**config.mk**
```make
export PLATFORM = sky130hd
export DESIGN_NAME = tang9k_top
export DESIGN_NICKNAME = d
export VERILOG_FILES = /design/src/rtl/tang9k_top.sv
export SDC_FILE = /design/constraint.sdc
export NUM_CORES = 1
export LEC_CHECK = 0
export BUFFER_PORTS_ARGS = -buffer_cell sky130_fd_sc_hd__buf_4
export CAP_MARGIN = 25
export CORE_MARGIN = 4
export CORE_UTILIZATION = 56
export DETAILED_ROUTE_END_ITERATION = 8
export MAX_ROUTING_LAYER = met4
export PLACE_DENSITY = 0.76
export SLEW_MARGIN = 0
export SYNTH_ARGS = -nofsm -noshare
export SYNTH_HDL_FRONTEND = slang
export SYNTH_SLANG_ARGS = --single-unit
```
**constraint.sdc**
```tcl
create_clock -name i_clk -period 2.2 [get_ports i_clk]
set_input_delay 0.22 -clock i_clk [delete_from_list [all_inputs] [get_ports i_clk]]
set_output_delay 0.22 -clock i_clk [all_outputs]
set_load 0.01 [all_outputs]
```
**src/rtl/tang9k_top.sv**
```systemverilog
// tang9k_top -- Tang Nano 9K top level.
// An SPI mode-0 slave bridges a host MCU to a small 32-bit register bank that
// drives the LEDs and four motor PWM outputs and reports the receiver PWM pins.
//
// Ports:
//   i_clk, i_rst            system clock (72 MHz), synchronous active-high reset
//   i_spi_clk/cs_n/mosi     SPI slave inputs (asynchronous to i_clk)
//   o_spi_miso              SPI data out, MSB first
//   o_led_1..4              LEDs, active-low
//   i_usb_uart_rx           unused; o_usb_uart_tx held idle (1)
//   i_pwm_ch0..5            receiver PWM inputs, readable via PWMIN
//   o_motor1..4             motor PWM outputs
//   o_neopixel              held 0
//   o_debug_0/1/2           synced cs_n / synced sclk / write-commit strobe
//
// Transaction: cmd byte (A2 write / A1 read), 4 address bytes MSB first, then
// either 4 write-data bytes LSB first, or 40 response bits
// {A3, D[7:0], D[15:8], D[23:16], D[31:24]}.
module tang9k_top #(
    parameter int unsigned CLK_HZ = 72_000_000,
    parameter logic [31:0] ID_VAL = 32'h5439_4B31
) (
    input  logic i_clk,
    input  logic i_rst,
    input  logic i_spi_clk,
    input  logic i_spi_cs_n,
    input  logic i_spi_mosi,
    output logic o_spi_miso,
    output logic o_led_1,
    output logic o_led_2,
    output logic o_led_3,
    output logic o_led_4,
    input  logic i_usb_uart_rx,
    output logic o_usb_uart_tx,
    input  logic i_pwm_ch0,
    input  logic i_pwm_ch1,
    input  logic i_pwm_ch2,
    input  logic i_pwm_ch3,
    input  logic i_pwm_ch4,
    input  logic i_pwm_ch5,
    output logic o_motor1,
    output logic o_motor2,
    output logic o_motor3,
    output logic o_motor4,
    output logic o_neopixel,
    output logic o_debug_0,
    output logic o_debug_1,
    output logic o_debug_2
);

    localparam logic [7:0] CMD_WRITE = 8'hA2;
    localparam logic [7:0] CMD_READ  = 8'hA1;
    localparam logic [7:0] RESP_HDR  = 8'hA3;

    typedef enum logic [2:0] {
        S_IDLE,
        S_CMD,
        S_ADDR,
        S_WDATA,
        S_RESP,
        S_DONE
    } state_t;

    state_t r_state;
    state_t w_state_next;

    // ---------------- synchronizers and edge detect ----------------
    logic [1:0] r_sclk_sync;
    logic [1:0] r_cs_sync;
    logic [1:0] r_mosi_sync;
    logic [5:0] r_pwm_meta;
    logic [5:0] r_pwm_sync;
    logic       r_sclk_d;
    logic       r_cs_d;

    logic w_sclk;
    logic w_cs_n;
    logic w_mosi;
    logic w_sclk_rise;
    logic w_sclk_fall;
    logic w_cs_fall;

    // Sync chains reset to 0 so a cs_n already held low through reset does
    // not produce a false falling edge and start a mid-frame transaction.
    always_ff @(posedge i_clk) begin
        if (i_rst) begin
            r_sclk_sync <= '0;
            r_cs_sync   <= '0;
            r_mosi_sync <= '0;
            r_pwm_meta  <= '0;
            r_pwm_sync  <= '0;
            r_sclk_d    <= 1'b0;
            r_cs_d      <= 1'b0;
        end else begin
            r_sclk_sync <= {r_sclk_sync[0], i_spi_clk};
            r_cs_sync   <= {r_cs_sync[0], i_spi_cs_n};
            r_mosi_sync <= {r_mosi_sync[0], i_spi_mosi};
            r_pwm_meta  <= {i_pwm_ch5, i_pwm_ch4, i_pwm_ch3,
                            i_pwm_ch2, i_pwm_ch1, i_pwm_ch0};
            r_pwm_sync  <= r_pwm_meta;
            r_sclk_d    <= r_sclk_sync[1];
            r_cs_d      <= r_cs_sync[1];
        end
    end

    assign w_sclk      = r_sclk_sync[1];
    assign w_cs_n      = r_cs_sync[1];
    assign w_mosi      = r_mosi_sync[1];
    assign w_sclk_rise = w_sclk & ~r_sclk_d;
    assign w_sclk_fall = ~w_sclk & r_sclk_d;
    assign w_cs_fall   = ~w_cs_n & r_cs_d;

    // ---------------- byte receiver ----------------
    logic [2:0] r_bit_cnt;
    logic [7:0] r_rx_shift;
    logic [7:0] w_rx_byte;
    logic       w_byte_done;

    assign w_rx_byte   = {r_rx_shift[6:0], w_mosi};
    assign w_byte_done = w_sclk_rise & ~w_cs_n & (r_bit_cnt == 3'd7);

    always_ff @(posedge i_clk) begin
        if (i_rst) begin
            r_bit_cnt  <= '0;
            r_rx_shift <= '0;
        end else if (w_cs_n) begin
            r_bit_cnt  <= '0;
        end else if (w_sclk_rise) begin
            r_bit_cnt  <= r_bit_cnt + 3'd1;
            r_rx_shift <= w_rx_byte;
        end
    end

    // ---------------- register bank ----------------
    logic [3:0]  r_led;
    logic [7:0]  r_motor1;
    logic [7:0]  r_motor2;
    logic [7:0]  r_motor3;
    logic [7:0]  r_motor4;
    logic [7:0]  r_pwm_cnt;

    logic [1:0]  r_byte_cnt;
    logic        r_cmd_wr;
    logic [31:0] r_addr;
    logic [31:0] r_wdata;
    logic [39:0] r_tx;
    logic [5:0]  r_tx_cnt;
    logic        r_armed;
    logic        r_wr_strobe;

    logic [31:0] w_rd_addr;
    logic [31:0] w_rd_data;
    logic [31:0] w_wr_data;

    // Read address includes the byte completing right now, so the response
    // can be loaded in the same cycle the last address byte lands.
    assign w_rd_addr = {r_addr[23:0], w_rx_byte};
    assign w_wr_data = {w_rx_byte, r_wdata[31:8]};

    always_comb begin
        w_rd_data = '0;
        case (w_rd_addr)
            32'h0000_0000: w_rd_data = {28'd0, r_led};
            32'h0000_0004: w_rd_data = {26'd0, r_pwm_sync};
            32'h0000_0008: w_rd_data = {24'd0, r_motor1};
            32'h0000_000C: w_rd_data = {24'd0, r_motor2};
            32'h0000_0010: w_rd_data = {24'd0, r_motor3};
            32'h0000_0014: w_rd_data = {24'd0, r_motor4};
            32'h0000_0018: w_rd_data = ID_VAL;
            default:       w_rd_data = '0;
        endcase
    end

    // ---------------- transaction FSM ----------------
    logic w_cmd_en;
    logic w_addr_en;
    logic w_wdata_en;
    logic w_commit;
    logic w_load_tx;
    logic w_shift_tx;

    always_ff @(posedge i_clk) begin
        if (i_rst) begin
            r_state <= S_IDLE;
        end else begin
            r_state <= w_state_next;
        end
    end

    always_comb begin
        w_state_next = r_state;
        w_cmd_en     = 1'b0;
        w_addr_en    = 1'b0;
        w_wdata_en   = 1'b0;
        w_commit     = 1'b0;
        w_load_tx    = 1'b0;
        w_shift_tx   = 1'b0;
        if (w_cs_n) begin
            w_state_next = S_IDLE;
        end else begin
            case (r_state)
                S_IDLE: begin
                    if (w_cs_fall) w_state_next = S_CMD;
                end
                S_CMD: begin
                    if (w_byte_done) begin
                        w_cmd_en = 1'b1;
                        if (w_rx_byte == CMD_WRITE || w_rx_byte == CMD_READ)
                            w_state_next = S_ADDR;
                        else
                            w_state_next = S_DONE;
                    end
                end
                S_ADDR: begin
                    if (w_byte_done) begin
                        w_addr_en = 1'b1;
                        if (r_byte_cnt == 2'd3) begin
                            if (r_cmd_wr) begin
                                w_state_next = S_WDATA;
                            end else begin
                                w_load_tx    = 1'b1;
                                w_state_next = S_RESP;
                            end
                        end
                    end
                end
                S_WDATA: begin
                    if (w_byte_done) begin
                        w_wdata_en = 1'b1;
                        if (r_byte_cnt == 2'd3) begin
                            w_commit     = 1'b1;
                            w_state_next = S_DONE;
                        end
                    end
                end
                S_RESP: begin
                    // Only falls that follow a rise seen in RESP shift; the
                    // fall closing the last address byte must not consume
                    // bit 39 before the host samples it.
                    if (w_sclk_fall && r_armed) begin
                        w_shift_tx = 1'b1;
                        if (r_tx_cnt == 6'd40) w_state_next = S_DONE;
                    end
                end
                S_DONE: ;
                default: w_state_next = S_IDLE;
            endcase
        end
    end

    // ---------------- datapath ----------------
    always_ff @(posedge i_clk) begin
        if (i_rst) begin
            r_byte_cnt  <= '0;
            r_cmd_wr    <= 1'b0;
            r_addr      <= '0;
            r_wdata     <= '0;
            r_tx        <= '0;
            r_tx_cnt    <= '0;
            r_armed     <= 1'b0;
            r_wr_strobe <= 1'b0;
            r_led       <= '0;
            r_motor1    <= '0;
            r_motor2    <= '0;
            r_motor3    <= '0;
            r_motor4    <= '0;
            r_pwm_cnt   <= '0;
        end else begin
            r_pwm_cnt   <= r_pwm_cnt + 8'd1;
            r_wr_strobe <= w_commit;

            // 2-bit counter wraps 3 -> 0 on the ADDR -> WDATA hand-off.
            if (w_cs_n)
                r_byte_cnt <= '0;
            else if (w_addr_en || w_wdata_en)
                r_byte_cnt <= r_byte_cnt + 2'd1;

            if (w_cmd_en)   r_cmd_wr <= (w_rx_byte == CMD_WRITE);
            if (w_addr_en)  r_addr   <= w_rd_addr;
            if (w_wdata_en) r_wdata  <= w_wr_data;

            if (w_load_tx) begin
                r_tx     <= {RESP_HDR, w_rd_data[7:0], w_rd_data[15:8],
                             w_rd_data[23:16], w_rd_data[31:24]};
                r_tx_cnt <= '0;
                r_armed  <= 1'b0;
            end else if (r_state == S_RESP && !w_cs_n) begin
                if (w_sclk_rise) begin
                    r_tx_cnt <= r_tx_cnt + 6'd1;
                    r_armed  <= 1'b1;
                end else if (w_shift_tx) begin
                    r_tx    <= {r_tx[38:0], 1'b0};
                    r_armed <= 1'b0;
                end
            end

            if (w_commit) begin
                case (r_addr)
                    32'h0000_0000: r_led    <= w_wr_data[3:0];
                    32'h0000_0008: r_motor1 <= w_wr_data[7:0];
                    32'h0000_000C: r_motor2 <= w_wr_data[7:0];
                    32'h0000_0010: r_motor3 <= w_wr_data[7:0];
                    32'h0000_0014: r_motor4 <= w_wr_data[7:0];
                    default: ;
                endcase
            end
        end
    end

    // ---------------- outputs ----------------
    logic w_unused;
    assign w_unused = i_usb_uart_rx | (CLK_HZ == 0);

    assign o_spi_miso    = (r_state == S_RESP) & ~w_cs_n & r_tx[39];
    assign o_led_1       = ~r_led[0];
    assign o_led_2       = ~r_led[1];
    assign o_led_3       = ~r_led[2];
    assign o_led_4       = ~r_led[3];
    assign o_motor1      = (r_pwm_cnt < r_motor1);
    assign o_motor2      = (r_pwm_cnt < r_motor2);
    assign o_motor3      = (r_pwm_cnt < r_motor3);
    assign o_motor4      = (r_pwm_cnt < r_motor4);
    assign o_usb_uart_tx = 1'b1;
    assign o_neopixel    = 1'b0;
    assign o_debug_0     = w_cs_n;
    assign o_debug_1     = w_sclk;
    assign o_debug_2     = r_wr_strobe;

endmodule

```
==> summary.md, run 1 <==
| Metric | Value |
|---|---|
| Status | `complete, no violations` |
| H-tree Lvls | `4` |
| Worst Slack Setup Final | `37.2 ps` |
| CP endpoint | `o_motor1` |
| Worst VDD drop | `0.000588 V` |
| Clock sink total | `183` |
| Reg2Reg Capture Point | `r_tx[19]` |
| Site Rows | `43` |
| Drt drc | `0` |
| Via density | `5.50` |
| WP data required | `1980 ps` |
| Port buffer count | `22` |
| Layout cells sized above 1 | `0.155` |
| Die Y-Extent | `127 um` |
| Root buffer cell | `clkbuf_16` |
| Most frequent cells in the layout | `193 x nand2_1, 172 x dfxtp_1, 100 x a21oi_1, 64 x nor2_1, 61 x buf_4` |
| Clock tree buffer depth | `2` |
| Crit-path slowest cell | `dfxtp_2` |
| First-pass GRT wire length | `29600 um` |
| CP Capture Type | `output pin` |
| Main synth FF type | `dfxtp_1` |
| Synthesized cell area | `8000 um^2` |
| Syn-to-layout area delta | `16.7%` |
| Via count | `6401` |
| Reg2Reg Depth | `5` |
| Synth Register Bits | `183` |
| CP peak stage delay | `360 ps` |
| R2R setup slack | `40 ps` |
| Post-synthesis cell count | `940` |
| Post-synthesis net count | `986` |
| Commonest non-fill, non-tap cell in the layout | `nand2_1` |
| Wire length per cell | `15.3 um` |
| Tot Pwr | `6.57 mW` |
| Hold Vio Cnt, Final | `0` |
| Largest net degree at the start of global routing | `63` |
| Unrepaired setup endpoints after global routing | `true` |
| TritonRoute pass-1 iters | `5` |
| Syn_area_per_cell | `8.51 um^2` |
| Leak pwr | `3.57 nW` |
| Maxcap violations | `0` |
| Worst slack, placed | `-29.6 ps` |
| Clk slew on worst S/H paths | `60 ps` |
| Most used cell, CP | `buf_4` |
| Placer congestion estimate | `0.885` |
| Reg area | `3680 um^2` |
| Total track usage | `0.233` |
| Period utilization | `0.983` |
| CTS Buf Count | `17` |
| FF-to-FF Start | `r_addr[0]` |
| Starting Density | `0.574` |
| Ports | `26` |
| Routed Antenna Nets | `0` |
| Synth async-reset ratio | `0` |
| Ant diodes | `0` |
| Die area | `16300 um^2` |
| Final Core Density | `0.670` |
| Routed WL | `17800 um` |
| Pwr dens | `704 nW/um^2` |
| Share of the yosys chip area belonging to registers | `0.458` |
| Worst-Margin Slew | `535 ps` |
| Clk_lat worst skew | `440 ps` |
| Cell variety after synth | `56` |
| Tmin final | `2160 ps` |
| HP Class | `primary input to flop` |
| Design Area, Final | `9330 um^2` |
| DP HPWL | `11900 um` |
| Placed cells | `1122` |
| Clock Skew | `11.5 ps` |
| Initial antenna violation count | `0` |
| Cell Count, Final, Fillers Out | `1164` |
| CP Cell Sequence | `inv_2 -> ha_4 -> a2111oi_4 -> buf_4 -> nand2_1 -> o21ai_1 -> a31o_2 -> buf_4` |
| Placed instance area | `8490 um^2` |
| CP startpoint kind | `flop` |
| Worst Path Arrival | `1940 ps` |
| Nets | `1017` |
| First DRT Iteration DRCs | `546` |
| TritonCTS clock tree | `done` |
| Fillers | `1118` |
| Core area | `13900 um^2` |
| Setup violators final | `0` |
| Relative slew slack | `0.642` |
| CP Launch Point | `r_motor1[5]` |
| Setup CP Type | `flop to output pin` |
| Multi-input gate area | `4120 um^2` |
| YS warnings | `0` |
| Die W | `127 um` |
| Fin. max-slew vios | `0` |
| CP max FO | `3` |
| EDFF count, synth | `0` |
| Total gr overflow | `0` |
| Vias in the first global route | `6051` |
| Fmax | `0.462 GHz` |
==> timing repair <==
action                                  CTS  global route
hold buffers                              3             0
hold endpoints to repair                  3             0
buffers inserted                          3             4
resized for setup                        25            26
pin swaps                                 1             9
endpoints found under the setup margin   19            42
==> state kept, by name, summed over array words and instances, names as in the netlist, 7 cells and up <==
register and cells:
r_rx_shift 7, r_pwm_cnt 8, r_wdata 24, r_motor3 8, r_motor1 8, r_addr 32
r_motor2 8, r_tx 39, r_motor4 8
==> report_power, final <==
group | internal, mW | total [mW] | leakage, nW | switching [mW]
registers | 3.34 | 3.36 | 1.48 | 0.0237
clock network | 1.66 | 2.94 | 0.268 | 1.28
logic | 0.123 | 0.269 | 1.82 | 0.145
==> worst min-delay path by stage <==
stage,start,to,cells after the start
after floorplan,i_spi_cs_n,r_cs_sync[0],1
after global placement,r_sclk_sync[0],r_sclk_sync[1],1
after detailed placement,r_tx[1],r_tx[1],2
after CTS,i_spi_cs_n,r_cs_sync[0],2
after global routing,i_pwm_ch4,r_pwm_meta[4],2
final,i_pwm_ch4,r_pwm_meta[4],2
==> per-layer routing <==
metal | track usage | up-vias | share of wire
met3 | 0.0426 | 29 | 0.038
met5 | - | - | 0
li1 | - | 3244 | -
met4 | 0.0814 | 0 | 0.021
met2 | 0.375 | 116 | 0.48
met1 | 0.295 | 3012 | 0.46
==> per-stage QoR <==
| stage | hold WS [ps] | TNS [ps] |
|---|---|---|
| 2_1_floorplan | 348 | 0 |
| 3_3_place_gp | 417 | 0 |
| 3_5_place_dp | 425 | -115 |
| 4_1_cts | 0.288 | 0 |
| 5_1_grt | 1.27 | -60.2 |
| 6_report | 10.9 | 0 |
==> cell families after synthesis <==
| kind of cell | count (synthesis) | synth area share |
|---|---|---|
| mux | 53 | 0.0670 |
| xor+xnor | 14 | 0.0153 |
| compound gates | 177 | 0.131 |
| simple gates | 378 | 0.227 |
| other cells | 2 | 0.000939 |
| flops | 183 | 0.458 |
| buf+inv | 99 | 0.0476 |
| fa+ha+maj | 34 | 0.0532 |
==> cells in the mapped netlist (8+ instances only) <==
master | instances | area share
inv_1 | 42 | 0.020
dfxtp_1 | 183 | 0.46
ha_1 | 34 | 0.053
nand3_1 | 8 | 0.0050
nor2_1 | 65 | 0.031
mux2i_1 | 49 | 0.061
clkbuf_1 | 52 | 0.024
a21oi_1 | 100 | 0.063
xor2_1 | 10 | 0.011
nand2b_1 | 24 | 0.019
o21ai_0 | 19 | 0.012
a22oi_1 | 10 | 0.0094
nand2_1 | 194 | 0.091
o22ai_1 | 10 | 0.0078
nor2b_1 | 29 | 0.023
==> cell type report <==
| cell class | instances | share of cell area |
|---|---|---|
| repair buffers | 69 | 0.0612 |
| flip-flops and latches | 183 | 0.395 |
| inverters | 42 | 0.0169 |
| clock inverters | 9 | 0.0101 |
| well taps | 180 | 0.0241 |
| clock buffers | 23 | 0.0512 |
| multi-input cells | 658 | 0.442 |
==> worst max-delay path, delay by kind of cell (launching register included) <==
family                   cells  cell delay [ps]
buffers and inverters        3              350
AO/OA/AOI/OAI                3              520
flip-flops                   1              360
AND/OR/NAND/NOR              1               40
adder cells (fa/ha/maj)      1              240
No activity file was read; power rests on OpenSTA's default activity.
==> run 2, diff against run 1 <==
==> config.mk (replaced) <==
export PLATFORM = sky130hd
export DESIGN_NAME = tang9k_top
export DESIGN_NICKNAME = d
export VERILOG_FILES = /design/src/rtl/tang9k_top.sv
export SDC_FILE = /design/constraint.sdc
export NUM_CORES = 1
export LEC_CHECK = 0
export BUFFER_PORTS_ARGS = -buffer_cell sky130_fd_sc_hd__buf_2
export CAP_MARGIN = 25
export CORE_MARGIN = 4
export CORE_UTILIZATION = 58
export CTS_BUF_LIST = sky130_fd_sc_hd__clkbuf_2 sky130_fd_sc_hd__clkbuf_4 sky130_fd_sc_hd__clkbuf_8
export DETAILED_ROUTE_END_ITERATION = 8
export MAX_ROUTING_LAYER = met4
export PLACE_DENSITY = 0.78
export SLEW_MARGIN = 0
export SYNTH_ARGS = -nofsm -noshare
export SYNTH_HDL_FRONTEND = slang
export SYNTH_SLANG_ARGS = --single-unit
==> summary.md, run 2 (synthesis results as in run 1) <==
| Metric | Value |
|---|---|
| Clock Skew | `11.0 ps (was 11.5 ps)` |
| Setup violators final | `1 (was 0)` |
| Fmax | `0.451 GHz (was 0.462 GHz)` |
| Vias in the first global route | `6083 (was 6051)` |
| Routed WL | `17600 um (was 17800 um)` |
| Commonest non-fill, non-tap cell in the layout | `nand2_1 (unchanged)` |
| Clk_lat worst skew | `450 ps (was 440 ps)` |
| Maxcap violations | `0 (unchanged)` |
| Clock tree buffer depth | `2 (unchanged)` |
| Max reg flops | `39 (unchanged)` |
| Clk slew on worst S/H paths | `90 ps (was 60 ps)` |
| Placed instance area | `8490 um^2 (about the same)` |
| Placer congestion estimate | `0.877 (was 0.885)` |
| Design Area, Final | `9260 um^2 (was 9330 um^2)` |
| Most frequent cells in the layout | `191 x nand2_1, 164 x dfxtp_1, 100 x a21oi_1, 64 x nor2_1, 49 x mux2i_1 (was 193 x nand2_1, 172 x dfxtp_1, 100 x a21oi_1, 64 x nor2_1, 61 x buf_4)` |
| Worst-Margin Slew | `520 ps (was 535 ps)` |
| Period utilization | `1.01 (was 0.983)` |
| Die W | `125 um (was 127 um)` |
| Drt drc | `0 (unchanged)` |
| Total gr overflow | `0 (unchanged)` |
| First DRT Iteration DRCs | `459 (was 546)` |
| H-tree Lvls | `4 (unchanged)` |
| Port buffer count | `22 (unchanged)` |
| Status | `complete, but fails checks (was complete, no violations)` |
| Die Y-Extent | `125 um (was 127 um)` |
| Clock sink total | `183 (unchanged)` |
| Wire length per cell | `15.1 um (was 15.3 um)` |
| CTS Buf Count | `17 (unchanged)` |
| Core area | `13300 um^2 (was 13900 um^2)` |
| Layout cells sized above 1 | `0.172 (was 0.155)` |
| Total track usage | `0.232 (was 0.233)` |
| Leak pwr | `3.53 nW (was 3.57 nW)` |
| Ant diodes | `0 (unchanged)` |
| Initial antenna violation count | `0 (unchanged)` |
| First-pass GRT wire length | `29300 um (was 29600 um)` |
| Syn-to-layout area delta | `15.8% (was 16.7%)` |
| Routed Antenna Nets | `0 (unchanged)` |
| Fin. max-slew vios | `0 (unchanged)` |
| Die area | `15700 um^2 (was 16300 um^2)` |
| CP startpoint kind | `flop (unchanged)` |
| HP Class | `primary input to flop (unchanged)` |
| CP max FO | `5 (was 3)` |
| Worst Slack Setup Final | `-16.8 ps (was 37.2 ps)` |
| Relative slew slack | `0.652 (was 0.642)` |
| Ports | `26 (unchanged)` |
| TritonCTS clock tree | `done (unchanged)` |
| Nets | `1021 (was 1017)` |
| Tot Pwr | `5.77 mW (was 6.57 mW)` |
| Site Rows | `42 (was 43)` |
| Final Core Density | `0.694 (was 0.670)` |
| Hold WS | `26.0 ps (was 10.9 ps)` |
| Starting Density | `0.599 (was 0.574)` |
| Root buffer cell | `clkbuf_8 (was clkbuf_16)` |
| Regs by FF count | `r_tx (39), r_addr (32), r_wdata (24) (unchanged)` |
| Largest net degree at the start of global routing | `75 (was 63)` |
| WP data required | `1980 ps (about the same)` |
| Largest reg by FF count | `r_tx (unchanged)` |
| Via count | `6451 (was 6401)` |
| Pwr dens | `624 nW/um^2 (was 704 nW/um^2)` |
| Hold Vio Cnt, Final | `0 (unchanged)` |
| Cell Count, Final, Fillers Out | `1162 (was 1164)` |
| Worst Path Arrival | `2000 ps (was 1940 ps)` |
| Violated checks | `setup timing` |
| Via density | `5.55 (was 5.50)` |
| Placed cells | `1118 (was 1122)` |
| TritonRoute pass-1 iters | `5 (unchanged)` |
| Worst VDD drop | `0.000431 V (was 0.000588 V)` |
| CP Capture Type | `output pin (unchanged)` |
| DP HPWL | `11500 um (was 11900 um)` |
| Tmin final | `2220 ps (was 2160 ps)` |
| Setup CP Type | `flop to output pin (unchanged)` |
| Unrepaired setup endpoints after global routing | `true (unchanged)` |
==> run 2: changes by cell type in the layout (fill, tap and decap cells not counted), moves of 3 or more <==
cell	previous run	this run
dfxtp_2	9	16
dlygate4sd3_1	3	6
buf_12	3	8
clkbuf_16	17	0
clkbuf_8	3	20
buf_2	0	17
dfxtp_1	172	164
buf_4	61	37
clkbuf_1	3	0
clkbuf_4	0	3
buf_6	2	5
==> run 2: final cells by class <==
| class | instances | area (um^2) |
|---|---|---|
| timing repair buffer | 73 | 639 |
| clock buffer | 23 | 298 |
| fill | 1064 | 4090 |
| tap | 176 | 220 |
| inverter | 42 | 158 |
| clock inverter | 7 | 71.3 |
| multi-input combinational | 658 | 4180 |
| sequential | 183 | 3690 |
==> run 2: power by group <==
| group | switching [mW] | internal, mW |
|---|---|---|
| Sequential | 0.0224 | 3.33 |
| Clock | 1.12 | 1.01 |
| Combinational | 0.151 | 0.137 |
==> run 2: path summary, 6_finish.rpt <==
kind,start,endpoint,cells past startpoint,slack (ps)
worst max-delay path,r_pwm_cnt[5],o_motor4,6,-20
worst min register to register,r_tx[1],r_tx[1],2,430
worst min-delay path,i_spi_mosi,r_mosi_sync[0],2,30
worst max register to register,r_addr[0],r_tx[19],6,90
==> run 2: layer usage <==
layer / global-route usage / vias up / share of wire
li1: - / 3240 / -
met1: 0.300 / 3058 / 0.46
met2: 0.367 / 134 / 0.48
met3: 0.0520 / 19 / 0.044
met4: 0.0663 / 0 / 0.013
met5: - / - / 0
==> run 2: through the flow <==
stage	TNS, ps	setup WS [ps]
after floorplan	0	93.4
after global placement	0	31.5
after detailed placement	-19.8	-16.4
after CTS	-39.3	-26.3
after global routing	-238	-108
final	-16.8	-16.8
==> run 2: critical path, stage by stage, from the launching register on <==
cell and delay [ps]:
dfxtp_4 450, ha_4 240, a2111oi_4 350, buf_4 170, buf_4 100, a31o_4 130, buf_6 90
==> run 2: what timing repair did <==
| action | in CTS | in global routing |
|---|---|---|
| buffers inserted | 5 | 3 |
| hold endpoints to repair | 6 | 0 |
| resized for setup | 31 | 40 |
| setup endpoints to repair | 12 | 78 |
| hold buffers | 6 | 0 |
| pin swaps | 2 | 9 |
==> run 3, diff against run 2 <==
==> config.mk (replaced) <==
export PLATFORM = sky130hd
export DESIGN_NAME = tang9k_top
export DESIGN_NICKNAME = d
export VERILOG_FILES = /design/src/rtl/tang9k_top.sv
export SDC_FILE = /design/constraint.sdc
export NUM_CORES = 1
export LEC_CHECK = 0
export ABC_AREA = 1
export BUFFER_PORTS_ARGS = -buffer_cell sky130_fd_sc_hd__buf_2
export CAP_MARGIN = 25
export CORE_MARGIN = 4
export CORE_UTILIZATION = 56
export CTS_BUF_LIST = sky130_fd_sc_hd__clkbuf_16
export DETAILED_ROUTE_END_ITERATION = 8
export MAX_ROUTING_LAYER = met4
export PLACE_DENSITY = 0.76
export SLEW_MARGIN = 0
export SYNTH_ARGS = -nofsm -noshare
export SYNTH_HDL_FRONTEND = slang
export SYNTH_SLANG_ARGS = --single-unit
==> summary.md, run 3 <==
| Metric | Value |
|---|---|
| Status | `complete, no violations (was complete, but fails checks)` |
| Fin. max-slew vios | `0 (unchanged)` |
| H-tree Lvls | `4 (unchanged)` |
| Worst Path Arrival | `1850 ps (was 2000 ps)` |
| Setup CP Type | `flop to output pin (unchanged)` |
| Post-synthesis cell count | `1156 (was 940)` |
| CTS Buf Count | `17 (unchanged)` |
| Relative slew slack | `0.511 (was 0.652)` |
| First-pass GRT wire length | `30300 um (was 29300 um)` |
| Routed WL | `18500 um (was 17600 um)` |
| Die W | `130 um (was 125 um)` |
| Starting Density | `0.572 (was 0.599)` |
| Maxcap violations | `0 (unchanged)` |
| Cell Count, Final, Fillers Out | `1367 (was 1162)` |
| Site Rows | `44 (was 42)` |
| Tmin final | `2070 ps (was 2220 ps)` |
| WHS Path Cells | `3 (was 2)` |
| CP Capture Type | `output pin (unchanged)` |
| Drt drc | `0 (unchanged)` |
| Clock tree buffer depth | `2 (unchanged)` |
| Fmax | `0.483 GHz (was 0.451 GHz)` |
| Count leader, synth | `nand2_1 (unchanged)` |
| Die area | `16900 um^2 (was 15700 um^2)` |
| Syn_area_per_cell | `7.22 um^2 (was 8.51 um^2)` |
| Worst Slack Setup Final | `128 ps (was -16.8 ps)` |
| CP max FO | `2 (was 5)` |
| TritonCTS clock tree | `done (unchanged)` |
| Synthesized cell area | `8350 um^2 (was 8000 um^2)` |
| Total gr overflow | `0 (unchanged)` |
| Pwr dens | `744 nW/um^2 (was 624 nW/um^2)` |
| Synth async-reset ratio | `0 (unchanged)` |
| YS warnings | `0 (unchanged)` |
| Cell variety after synth | `34 (was 56)` |
| Initial antenna violation count | `0 (unchanged)` |
| Largest net degree at the start of global routing | `87 (was 75)` |
| Regs by FF count | `r_tx (39), r_addr (32), r_wdata (24) (unchanged)` |
| Post-CTS setup buffers | `0 (was 5)` |
| Ports | `26 (unchanged)` |
| Total Neg Setup Slack | `0 ps (was -16.8 ps)` |
| Top-area cell type share of the netlist area | `0.439 (was 0.458)` |
| Setup violators final | `0 (was 1)` |
| Port buffer count | `22 (unchanged)` |
| WP data required | `1980 ps (about the same)` |
| Root buffer cell | `clkbuf_16 (was clkbuf_8)` |
| Fillers | `1315 (was 1064)` |
| Placed cells | `1329 (was 1118)` |
| Commonest non-fill, non-tap cell in the layout | `nand2_1 (unchanged)` |
| Largest reg by FF count | `r_tx (unchanged)` |
| Combinational share of power | `0.066 (was 0.050)` |
| Clk slew on worst S/H paths | `60 ps (was 90 ps)` |
| Worst-Margin Slew | `730 ps (was 520 ps)` |
| Net Sw Frac | `0.232 (was 0.224)` |
| Ant diodes | `0 (unchanged)` |
| First DRT Iteration DRCs | `577 (was 459)` |
| Clock power frac | `0.440 (was 0.369)` |
| Most frequent cells in the layout | `221 x nand2_1, 183 x nor2_1, 182 x dfxtp_1, 132 x inv_1, 122 x a21oi_1 (was 191 x nand2_1, 164 x dfxtp_1, 100 x a21oi_1, 64 x nor2_1, 49 x mux2i_1)` |
| Via count | `7218 (was 6451)` |
| Worst slack, placed | `162 ps (was -16.4 ps)` |
| Vias in the first global route | `6342 (was 6083)` |
| Post-synthesis net count | `1202 (was 986)` |
| Via density | `5.28 (was 5.55)` |
| Leak pwr | `3.91 nW (was 3.53 nW)` |
| HP Class | `primary input to flop (unchanged)` |
| EDFF count, synth | `0 (unchanged)` |
| Clk_lat worst skew | `420 ps (was 450 ps)` |
| Layout cells sized above 1 | `0.0837 (was 0.172)` |
| Placer congestion estimate | `0.908 (was 0.877)` |
| Period utilization | `0.942 (was 1.01)` |
| Hold Vio Cnt, Final | `0 (unchanged)` |
| Clock sink total | `183 (unchanged)` |
| Die Y-Extent | `130 um (was 125 um)` |
| Main synth FF type | `dfxtp_1 (unchanged)` |
| Syn-to-layout area delta | `10.6% (was 15.8%)` |
| Share of the yosys chip area belonging to registers | `0.439 (was 0.458)` |
| Reg2Reg Depth | `8 (was 6)` |
| Area contributors post-synth | `dfxtp_1 44%, nand2_1 9.9%, nor2_1 8.2% (was dfxtp_1 46%, nand2_1 9.1%, a21oi_1 6.3%)` |
| Cell Int Power | `5.27 mW (was 4.48 mW)` |
| Total track usage | `0.229 (was 0.232)` |
| Sw power | `1.59 mW (was 1.29 mW)` |
| Core area | `14600 um^2 (was 13300 um^2)` |
| Max reg flops | `39 (unchanged)` |
| CP startpoint kind | `flop (unchanged)` |
| Sequential share of power | `0.494 (was 0.581)` |
| DP HPWL | `12700 um (was 11500 um)` |
| Wire length per cell | `13.5 um (was 15.1 um)` |
| Routed Antenna Nets | `0 (unchanged)` |
| Nets | `1217 (was 1021)` |
| Largest area contributor in the netlist | `dfxtp_1 (unchanged)` |
| Clock Skew | `7.61 ps (was 11.0 ps)` |
| Worst VDD drop | `0.000546 V (was 0.000431 V)` |
| Synth Register Bits | `183 (unchanged)` |
| TritonRoute pass-1 iters | `6 (was 5)` |
| Commonest cells in the netlist | `221 x nand2_1, 183 x dfxtp_1, 183 x nor2_1 (was 194 x nand2_1, 183 x dfxtp_1, 100 x a21oi_1)` |
run 3: cell types whose count changed in the layout (fill, tap and decap cells not counted), moves of 29 or more:
cell     change
nand3_1     +48
mux2i_1     -49
nand2_1     +30
inv_1       +92
nor2_1     +119
nor2b_1     -29
o21ai_0     +81
run 3: layout make-up:
class                           instances  area, um^2  share of cell area
Clock inverter                         14         160              0.0174
Timing Repair inverter                  1        5.00            0.000542
Sequential cell                       183        3660               0.397
Clock buffer                           17         425              0.0461
Multi-Input combinational cell        788        3930               0.426
Tap cell                              184         230              0.0249
Inverter                              137         518              0.0561
Timing Repair Buffer                   43         295              0.0320
run 3: through the flow:
step | util | total power [mW] | area [um^2] | hold WS (ps)
after floorplan | - | 3.78 | 8350 | 327
after global placement | 0.588 | 3.89 | 8570 | 389
after detailed placement | 0.588 | 3.90 | 8570 | 396
after CTS | 0.632 | 6.91 | 9220 | 3.63
after global routing | 0.633 | 7.12 | 9230 | 12.4
final | 0.633 | 6.86 | 9230 | 11.8
run 3: logic make-up (layout without fill, tap and decap cells):
logic type	after synthesis	in the layout	share of synthesized area
flops	183	183	0.439
buf+inv	185	212	0.0904
fa+ha+maj	34	34	0.0510
compound gates	249	249	0.158
simple gates	503	503	0.260
other cells	2	2	0.000900
run 3: timing repair:
| item | 4_1_cts | 5_1_grt |
|---|---|---|
| endpoints found under the hold margin | 6 | 0 |
| resized for setup | 0 | 2 |
| hold buffers | 6 | 0 |
| setup endpoints to repair | 0 | 10 |
run 3: critical path, stage by stage, from the launching register on:
cell,delay [ps]
dfxtp_1,330
inv_1,60
ha_1,280
a21boi_0,120
o211ai_1,170
nand2_1,110
a21oi_1,200
buf_2,170
run 3: path summary, 6_finish.rpt:
path,startpoint,endpoint,slack [ps]
worst max register to register,r_bit_cnt[0],r_addr[28],140
worst min register to register,r_pwm_meta[4],r_pwm_sync[4],400
worst min-delay path,i_pwm_ch5,r_pwm_meta[5],10
worst max-delay path,r_motor4[1],o_motor4,130
run 3: metal layers:
| metal | wire (um) | vias up | GRT usage |
|---|---|---|---|
| met5 | 0 | - | - |
| met4 | 268 | 0 | 0.0691 |
| met3 | 912 | 19 | 0.0442 |
| met2 | 8550 | 172 | 0.353 |
| met1 | 8730 | 3279 | 0.306 |
| li1 | - | 3748 | - |
run 3: power by group through the flow:
stage	Clock [mW]	Combinational (mW)	Sequential, mW
finish	3.02	0.452	3.39
global route	3.22	0.512	3.39
CTS	3.08	0.449	3.39
detailed placement	0	0.434	3.46
global placement	0	0.423	3.46
floorplan	0	0.327	3.45
